### config.mk
export PLATFORM = sky130hd
export DESIGN_NAME = bist_alu_pipe_flat
export DESIGN_NICKNAME = d
export VERILOG_FILES = /design/src/rtl/bist_alu_pipe_if.sv /design/src/rtl/bist_alu_pipe.sv /design/src/flat_wrapper.sv
export SDC_FILE = /design/constraint.sdc
export NUM_CORES = 1
export LEC_CHECK = 0
export CORE_UTILIZATION = 55
export DETAILED_ROUTE_END_ITERATION = 10
export GPL_TIMING_DRIVEN = 0
export PLACE_DENSITY = 0.9
export RECOVER_POWER = 50
export SYNTH_ARGS = -nofsm -noshare
export SYNTH_HDL_FRONTEND = slang
export SYNTH_SLANG_ARGS = --single-unit
### constraint.sdc
create_clock -name clk -period 3 [get_ports clk]
set_input_delay 0.6 -clock clk [delete_from_list [all_inputs] [get_ports clk]]
set_output_delay 0.6 -clock clk [all_outputs]
set_load 0.05 [all_outputs]
### src/rtl/bist_alu_pipe_if.sv
// ---------------------------------------------------------------------------
// bist_alu_pipe_if
// Handshake and data bundle for the bist_alu_pipe two-stage ALU.
//
// Signals
//   in_valid  : producer offers an operand/opcode beat
//   in_ready  : pipe can take a beat this cycle
//   in_a/in_b : operands (WIDTH bits)
//   in_op     : 3-bit opcode
//   out_valid : result beat held on the outputs
//   out_ready : consumer takes the result this cycle
//   out_data  : result (WIDTH bits)
//   out_carry : ADD carry / SUB borrow, 0 otherwise
//   out_zero  : out_data == 0
//   out_err   : opcode was illegal
//
// Modports
//   master : the producer/consumer side (testbench or surrounding logic)
//   slave  : the ALU pipe itself
// ---------------------------------------------------------------------------
interface bist_alu_pipe_if #(
    parameter int WIDTH = 8
);
    logic             in_valid;
    logic             in_ready;
    logic [WIDTH-1:0] in_a;
    logic [WIDTH-1:0] in_b;
    logic [2:0]       in_op;
    logic             out_valid;
    logic             out_ready;
    logic [WIDTH-1:0] out_data;
    logic             out_carry;
    logic             out_zero;
    logic             out_err;

    modport master (
        output in_valid, in_a, in_b, in_op, out_ready,
        input  in_ready, out_valid, out_data, out_carry, out_zero, out_err
    );

    modport slave (
        input  in_valid, in_a, in_b, in_op, out_ready,
        output in_ready, out_valid, out_data, out_carry, out_zero, out_err
    );
endinterface

### src/rtl/bist_alu_pipe.sv
// ---------------------------------------------------------------------------
// bist_alu_pipe
// Two-stage valid/ready ALU pipeline with an accepted-result counter.
// Stage 1 registers the operands and opcode; stage 2 registers the computed
// result and flags. Full throughput of one beat per cycle while out_ready=1,
// with backpressure propagating to in_ready once both stages hold beats.
//
// Parameters
//   WIDTH : operand/result width (4..32)
//   CNT_W : width of res_count
//
// Ports
//   clk       : single clock, rising-edge
//   rst       : asynchronous active-high reset
//   bus       : bist_alu_pipe_if.slave (input beat handshake, result beat)
//   res_count : number of results consumed since reset, wraps
// ---------------------------------------------------------------------------
module bist_alu_pipe #(
    parameter int WIDTH = 8,
    parameter int CNT_W = 16
) (
    input  logic             clk,
    input  logic             rst,
    bist_alu_pipe_if.slave   bus,
    output logic [CNT_W-1:0] res_count
);

    localparam int SHW = $clog2(WIDTH);
    localparam logic [WIDTH-1:0] WIDTH_V = WIDTH[WIDTH-1:0];

    localparam logic [2:0] OP_ADD = 3'b000;
    localparam logic [2:0] OP_SUB = 3'b001;
    localparam logic [2:0] OP_AND = 3'b010;
    localparam logic [2:0] OP_OR  = 3'b011;
    localparam logic [2:0] OP_XOR = 3'b100;
    localparam logic [2:0] OP_SHL = 3'b101;
    localparam logic [2:0] OP_SHR = 3'b110;

    // stage 1
    logic             v1;
    logic [WIDTH-1:0] a1;
    logic [WIDTH-1:0] b1;
    logic [2:0]       op1;

    // stage 2
    logic             v2;
    logic [WIDTH-1:0] data2;
    logic             carry2;
    logic             zero2;
    logic             err2;

    logic s2_load;
    logic s1_load;
    logic consume;

    // Stage 2 frees up whenever it is empty or its beat leaves this cycle;
    // stage 1 frees up when empty or when it can hand over to stage 2.
    assign s2_load = !v2 || bus.out_ready;
    assign s1_load = !v1 || s2_load;
    assign consume = v2 && bus.out_ready;

    assign bus.in_ready = s1_load;

    // -----------------------------------------------------------------------
    // Combinational ALU on the stage-1 contents
    // -----------------------------------------------------------------------
    logic [WIDTH:0]   sum_ext;
    logic [WIDTH:0]   diff_ext;
    logic [SHW-1:0]   shamt;
    logic             shift_oor;
    logic [WIDTH-1:0] alu_data;
    logic             alu_carry;
    logic             alu_err;
    logic             alu_zero;

    assign sum_ext  = {1'b0, a1} + {1'b0, b1};
    // The extra top bit of the zero-extended difference is the borrow,
    // set exactly when a1 < b1 unsigned.
    assign diff_ext = {1'b0, a1} - {1'b0, b1};
    assign shamt    = b1[SHW-1:0];
    // Any operand B at or above WIDTH is an out-of-range shift and flushes
    // the result to zero, rather than aliasing through the low bits.
    assign shift_oor = (b1 >= WIDTH_V);

    always_comb begin
        alu_data  = '0;
        alu_carry = 1'b0;
        alu_err   = 1'b0;
        case (op1)
            OP_ADD: begin
                alu_data  = sum_ext[WIDTH-1:0];
                alu_carry = sum_ext[WIDTH];
            end
            OP_SUB: begin
                alu_data  = diff_ext[WIDTH-1:0];
                alu_carry = diff_ext[WIDTH];
            end
            OP_AND: alu_data = a1 & b1;
            OP_OR:  alu_data = a1 | b1;
            OP_XOR: alu_data = a1 ^ b1;
            OP_SHL: alu_data = shift_oor ? '0 : (a1 << shamt);
            OP_SHR: alu_data = shift_oor ? '0 : (a1 >> shamt);
            default: begin
                alu_data = '0;
                alu_err  = 1'b1;
            end
        endcase
    end

    assign alu_zero = (alu_data == '0);

    // -----------------------------------------------------------------------
    // Stage 1 register
    // -----------------------------------------------------------------------
    always_ff @(posedge clk or posedge rst) begin
        if (rst) begin
            v1  <= 1'b0;
            a1  <= '0;
            b1  <= '0;
            op1 <= '0;
        end else if (s1_load) begin
            // Taking no new beat while forwarding leaves a bubble.
            v1 <= bus.in_valid;
            if (bus.in_valid) begin
                a1  <= bus.in_a;
                b1  <= bus.in_b;
                op1 <= bus.in_op;
            end
        end
    end

    // -----------------------------------------------------------------------
    // Stage 2 register; result fields only change when a new beat lands,
    // so they stay frozen while the consumer stalls.
    // -----------------------------------------------------------------------
    always_ff @(posedge clk or posedge rst) begin
        if (rst) begin
            v2     <= 1'b0;
            data2  <= '0;
            carry2 <= 1'b0;
            zero2  <= 1'b0;
            err2   <= 1'b0;
        end else if (s2_load) begin
            v2 <= v1;
            if (v1) begin
                data2  <= alu_data;
                carry2 <= alu_carry;
                zero2  <= alu_zero;
                err2   <= alu_err;
            end
        end
    end

    assign bus.out_valid = v2;
    assign bus.out_data  = data2;
    assign bus.out_carry = carry2;
    assign bus.out_zero  = zero2;
    assign bus.out_err   = err2;

    // -----------------------------------------------------------------------
    // Consumed-result counter, free-running wrap
    // -----------------------------------------------------------------------
    always_ff @(posedge clk or posedge rst) begin
        if (rst) begin
            res_count <= '0;
        end else if (consume) begin
            res_count <= res_count + 1'b1;
        end
    end

endmodule

### src/flat_wrapper.sv
// flat-port wrapper written by rule: the top's interface ports become plain ports
module bist_alu_pipe_flat 
#(
    parameter int WIDTH = 8,
    parameter int CNT_W = 16
)
  (clk, rst, res_count, bus_in_valid, bus_in_a, bus_in_b, bus_in_op, bus_out_ready, bus_in_ready, bus_out_valid, bus_out_data, bus_out_carry, bus_out_zero, bus_out_err);
  bist_alu_pipe_if #(.WIDTH(WIDTH)) bus_i ();
  input  logic clk;
  input  logic rst;
  output logic [CNT_W-1:0] res_count;
  input wire logic [$bits(bus_i.in_valid)-1:0] bus_in_valid;
  input wire logic [$bits(bus_i.in_a)-1:0] bus_in_a;
  input wire logic [$bits(bus_i.in_b)-1:0] bus_in_b;
  input wire logic [$bits(bus_i.in_op)-1:0] bus_in_op;
  input wire logic [$bits(bus_i.out_ready)-1:0] bus_out_ready;
  output wire logic [$bits(bus_i.in_ready)-1:0] bus_in_ready;
  output wire logic [$bits(bus_i.out_valid)-1:0] bus_out_valid;
  output wire logic [$bits(bus_i.out_data)-1:0] bus_out_data;
  output wire logic [$bits(bus_i.out_carry)-1:0] bus_out_carry;
  output wire logic [$bits(bus_i.out_zero)-1:0] bus_out_zero;
  output wire logic [$bits(bus_i.out_err)-1:0] bus_out_err;
  assign bus_i.in_valid = bus_in_valid;
  assign bus_i.in_a = bus_in_a;
  assign bus_i.in_b = bus_in_b;
  assign bus_i.in_op = bus_in_op;
  assign bus_i.out_ready = bus_out_ready;
  assign bus_in_ready = bus_i.in_ready;
  assign bus_out_valid = bus_i.out_valid;
  assign bus_out_data = bus_i.out_data;
  assign bus_out_carry = bus_i.out_carry;
  assign bus_out_zero = bus_i.out_zero;
  assign bus_out_err = bus_i.out_err;
  bist_alu_pipe #(.WIDTH(WIDTH), .CNT_W(CNT_W)) u_core (.clk(clk), .rst(rst), .bus(bus_i), .res_count(res_count));
endmodule
== Word-level counts from Yosys, hierarchy flattened ==
Index checks and enable logic that the tools add are counted.
Word-level totals
  register bits after elaboration: 48
  output and inout port bits: 29
Cells by class
  reductions and logical operators: 10
  $add $sub $neg: 3
  bitwise operators: 3
  $lt $le $gt $ge: 1
  mux-type cells: 5
  equality and inequality tests: 6
  shifts and indexed selects: 2
Operators with widths (number)
  one-hot mux 8 bit (7 select lines): 1
  adder 16 x 1 -> 16 bit, second input constant: 1
  2-to-1 mux 8 bit: 2
  adder 8 x 8 -> 9 bit: 1
  == test 3 bit, second input constant: 3
  subtractor 8 x 8 -> 9 bit: 1
  bitwise AND 8 bit: 1
  greater-or-equal comparator 8 x 4 -> 1 bit, second input constant: 1
  logical NOT 8 bit: 1
  bitwise OR 8 bit: 1
  << shifter 8 x 3 -> 8 bit: 1
  right shift 8 x 3 -> 8 bit: 1
  bitwise XOR 8 bit: 1
  OR reduction 7 bit: 1
  == test 3 x 2 -> 1 bit, second input constant: 2
  AND reduction 2 bit: 2
  == test 3 x 1 -> 1 bit, second input constant: 1
  logical NOT 3 bit: 1
  logical NOT 1 bit: 2
  logical OR 1 bit: 2
  one-hot mux 1 bit (2 select lines): 1
  logical AND 1 bit: 1
  2-to-1 mux 1 bit: 1

== Longest topological paths before layout ==
  depth after elaboration: 4
  mapped depth: 11
  gate-level depth less buffers: 11

== Worst setup path after synthesis ==
Ideal clock, no wire load.
  path type: reg2reg
  start point: register u_core.b1[2]
  end point: register u_core.zero2 (netlist: u_core.bus.out_zero)
  path buffers: 1
  arrival time: 2.455 ns
  path slack: 0.425 ns
  library setup time: 0.120 ns
  stages on the path, launching flop included: 11
  cells stage by stage: dfrtp_1 > clkbuf_1 > inv_1 > ha_1 > inv_2 > o21ba_1 > or2_0 > mux4_2 > o221ai_2 > nor2b_1 > a41o_1
On the way
  cells in the longest elaborated chain, start to end: 4
  elaborated cells on any way between the ends: 12
  classes of those cells: 2 x add/sub; 1 x order compare; 2 x shift; 3 x mux; 3 x bitwise; 1 x reduce/logical
Ends and longest elaborated chain
  start, declared: line bist_alu_pipe.sv:42  | logic [WIDTH-1:0] b1;
  start signal, assigned: line bist_alu_pipe.sv:126  | b1 <= bus.in_b;
  greater-or-equal comparator 8 x 4 -> 1 bit, or another cell as far along: line bist_alu_pipe.sv:83  | assign shift_oor = (b1 >= WIDTH_V);
  2-to-1 mux 8 bit, on equally long branches: line bist_alu_pipe.sv:102, bist_alu_pipe.sv:101
  one-hot mux 8 bit (7 select lines) (*): line bist_alu_pipe.sv:89  | case (op1)
  logical NOT 8 bit (*): line bist_alu_pipe.sv:110  | assign alu_zero = (alu_data == '0);
  end signal, assigned: line bist_alu_pipe.sv:148  | zero2 <= alu_zero;
  end, declared: line bist_alu_pipe.sv:49  | logic zero2;
Mark *: on every way between the ends. The rest lies on a longest branch, timed or not.
A chain may end at the register's enable or synchronous reset.

== Worst setup path after layout ==
  start point: register u_core.a1[0]
  end point: register u_core.zero2 (netlist: u_core.bus.out_zero)
On the way
  cells in the longest elaborated chain, start to end: 4
  elaborated cells on any way between the ends: 11
  classes of those cells: 2 x add/sub; 2 x shift; 3 x mux; 3 x bitwise; 1 x reduce/logical
Ends and longest elaborated chain
  start, declared: line bist_alu_pipe.sv:41  | logic [WIDTH-1:0] a1;
  start signal, assigned: line bist_alu_pipe.sv:125  | a1 <= bus.in_a;
  branches (longest 2 deep; another with subtractor 8 x 8 -> 9 bit)
  one-hot mux 8 bit (7 select lines) (*): line bist_alu_pipe.sv:89
  logical NOT 8 bit (*): line bist_alu_pipe.sv:110
Mark *: on every way between the ends.

==> impl_metrics.yaml <==
status:
  status: "finished, final reports clean"
place:
  port_buffers: 51
  place_area_mm2: 0.00424
  dp_hpwl_mm: 7.48
  routabilityCongestion: 0.995
  pre_cts_slack_ps: -86.3
clock_network:
  cts_tree: "yes"
  clk_latency_ps: 310
  clk_pin_slew_ps: 90
  clk_path_buf_depth: 2
  cts_setup_buffers: 0
  cts.sinks: 48
  cts_buffers: 5
  cts-root-buf: "clkbuf_8"
  htreeDepth: 2
floorplanning:
  initial_core_util: 0.568
  dieArea_mm2: 0.00689
  fp.dieW_um: 83.0
  rows: 29
  io-pin-count: 52
  die_y_um: 83.0
  fp.coreArea_mm2: 0.00635
grt:
  groute.usage.overall: 0.282
  grt_antenna_before_repair: 0
  grt_max_degree: 45
  grt_overflow: 0
  grt_pass1_wl_mm: 15.3
  first_global_vias: 3089
synth:
  ys.warnings.count: 0
  synth.avg_cell_area_um2: 9.68
  synth.net_count: 424
  synth_seq_area_share: 0.333
  synth-edff-count: 0
  ys_ff_latch: 48
  synthFlopType: "dfrtp_1"
  synthDistinctLibCells: 66
  synthArstFlopShare: 1.00
  synth_cells: 373
  synth_area_mm2: 0.00361
route:
  ant_nets: 0
  routed_wirelength_mm: 9.56
  drt_iter0_drc: 263
  vias: 3068
  drt_first_pass_iters: 6
  drc_errors: 0
  wire_per_inst_um: 18.8
  vias_per_cell: 6.03
setup_path:
  arrival_ps: 3110
  worst-path-buf-inv: 2
  cp_max_fo: 6
  cp-startpoint: "u_core.a1[0]$_DFFE_PP0P_"
  critPathKind: "reg -> reg"
  r2r-start: "u_core.a1[0]$_DFFE_PP0P_"
  path_depth: 11
  cp-start-kind: "flop"
  crit_chain: "inv_1 -> ha_1 -> inv_1 -> fa_1 -> nor3b_1 -> nor3_2 -> xnor2_1 -> nor4b_1 -> nor4bb_1 -> nor2b_1 -> a41o_1"
  reg2reg_slack_ps: 130
  rr_worst_depth: 11
  reg2reg_to: "u_core.bus.out_zero$_DFFE_PP0P_"
  slowest_delay_ps: 480
  cpLargestDelayFamily: "simple AND/OR/NAND/NOR gates"
  slowest_stage: "dfrtp_1"
  cp.required_ps: 3240
  crit_top_cell: "inv_1"
  endpoint_kind: "flop"
final_layout:
  drive_above_1_share: 0.148
  syn2layout_area_growth_pct: 19.7
  finish.utilization: 0.680
  fill_cells: 483
  fin_area_mm2: 0.00432
  n_antenna_cell: 0
  nets: 482
power_and_ir_drop:
  power.share.switching: 0.458
  comb_power_share: 0.533
  irDropWorstVdd_mv: 0.619
  p_per_area_mw_per_mm2: 676
  p_leak_nw: 1.86
  p_sw_w: 0.00134
  seqPwrFrac: 0.323
  p_int_w: 0.00158
  power_frac_clock: 0.144
hold_path:
  hold_end: "u_core.bus.out_err$_DFFE_PP0P_"
  hold_depth: 2
  min_from: "u_core.bus.out_err$_DFFE_PP0P_"
  min_path_type: "reg -> reg"
flow_run:
  drv_cap: 0
sta:
  worstMarginPinSlew_ps: 1080
  setup_ws_ps: 126
  rsz0062_at_grt: "no"
  finalSetupViolations: 0
  worst_slew_margin_rel: 0.283
  fin_crit_ps: 2870
  slew_viol_final: 0
  finalCritPeriodShare: 0.958
  skew_ps: 11.3
  finalHoldViolCount: 0
  clock.fmax_mhz: 348
cell families after synthesis:
logic type / after synthesis / share of synthesized area
AO/OA/AOI/OAI: 70 / 0.147
XOR/XNOR: 20 / 0.0485
adder cells (fa/ha/maj): 28 / 0.101
buffers and inverters: 48 / 0.0665
flip-flops: 48 / 0.333
multiplexers: 36 / 0.123
AND/OR/NAND/NOR: 123 / 0.182
power groups by stage:
| stage | Sequential (W) | Combinational, W | Clock (W) |
|---|---|---|---|
| after CTS | 0.000937 | 0.00154 | 0.000423 |
| after detailed placement | 0.000945 | 0.00154 | 0 |
| final | 0.000942 | 0.00156 | 0.000421 |
| after floorplan | 0.00123 | 0.000783 | 0 |
| after global placement | 0.000927 | 0.00151 | 0 |
| after global routing | 0.000961 | 0.00165 | 0.000447 |
flip-flops by register name (all words and copies together), names as in the netlist:
name                  cells
u_core.res_count         16
u_core.v1                 1
u_core.op1                3
u_core.b1                 8
u_core.bus.out_carry      1
u_core.bus.out_zero       1
u_core.bus.out_data       8
u_core.bus.out_valid      1
u_core.bus.out_err        1
u_core.a1                 8
worst max-delay path by stage:
stage / endpoint / slack, ps
2_1_floorplan: u_core.bus.out_zero$_DFFE_PP0P_ / 430
3_3_place_gp: u_core.bus.out_zero$_DFFE_PP0P_ / -90
3_5_place_dp: u_core.bus.out_zero$_DFFE_PP0P_ / -90
4_1_cts: u_core.bus.out_zero$_DFFE_PP0P_ / 40
5_1_grt: u_core.bus.out_zero$_DFFE_PP0P_ / 10
6_report: u_core.bus.out_zero$_DFFE_PP0P_ / 130
tightest hold or removal path: stages (launching register included):
cell     delay (ps)
dfrtp_1         350
nand2_1          50
o31ai_1          50
layer usage:
metal | track usage | wire length [um] | vias up
li1 | - | - | 1447
met1 | 0.373 | 4090 | 1473
met2 | 0.461 | 4580 | 120
met3 | 0.0527 | 607 | 28
met4 | 0.105 | 272 | 0
met5 | 0 | 0 | -
synth_stat cells, drive strengths merged, types with 4 or more instances:
library cell	n	share of area
ha	26	0.090
a221oi	6	0.016
nand3	12	0.017
mux2	26	0.081
clkbuf	8	0.017
nor2	18	0.019
dfrtp	48	0.33
o21ai	10	0.014
buf	8	0.016
o31ai	5	0.012
nand2b	9	0.016
a21oi	13	0.018
nand2	31	0.032
and2	4	0.0069
mux4	4	0.025
or3	4	0.0069
nor3b	4	0.0083
nor3	14	0.022
mux2i	6	0.017
o211ai	6	0.014
and3	4	0.0069
inv	32	0.033
nor2b	8	0.015
xnor2	17	0.041
what timing repair did:
action | 4_1_cts | 5_1_grt
hold buffers | 0 | 0
setup endpoints to repair | 2 | 2
gates resized for setup | 0 | 2
pin swaps | 0 | 0
metrics by stage:
stage	total power [W]	instances	hold slack, ps	TNS (ps)
2_1_floorplan	0.00201	373	480	0
3_3_place_gp	0.00243	501	459	-93.2
3_5_place_dp	0.00249	502	479	-96.9
4_1_cts	0.00290	509	493	0
5_1_grt	0.00306	509	520	0
6_report	0.00292	509	493	0
layout make-up:
class	count	area [um2]	share of cell area
plain buffers	15	116	0.0269
flip-flops and latches	48	1200	0.278
clock buffers	6	82.6	0.0191
inverters	32	120	0.0278
repair buffers	52	515	0.119
clock inverters	2	13.8	0.00319
multi-input cells	277	2170	0.503
well taps	77	96.3	0.0223
placed cells by master (no fill, tap or decap), types with 4 or more instances in the layout:
| cell | n |
|---|---|
| inv_2 | 4 |
| inv_1 | 28 |
| o31ai_1 | 4 |
| nand3_1 | 12 |
| nor3_1 | 11 |
| and3_1 | 4 |
| clkdlybuf4s50_1 | 49 |
| o211ai_1 | 5 |
| nor2_1 | 18 |
| buf_4 | 5 |
| xnor2_1 | 17 |
| nor3b_1 | 4 |
| clkbuf_8 | 9 |
| or3_1 | 4 |
| mux4_2 | 4 |
| dfrtp_1 | 47 |
| nor2b_1 | 7 |
| ha_1 | 26 |
| a221oi_1 | 5 |
| mux2_2 | 25 |
| mux2i_1 | 6 |
| nand2_1 | 31 |
| nand2b_1 | 9 |
| o21ai_0 | 8 |
| a21oi_1 | 13 |
Note: power is estimated with default switching activity, not from simulation.
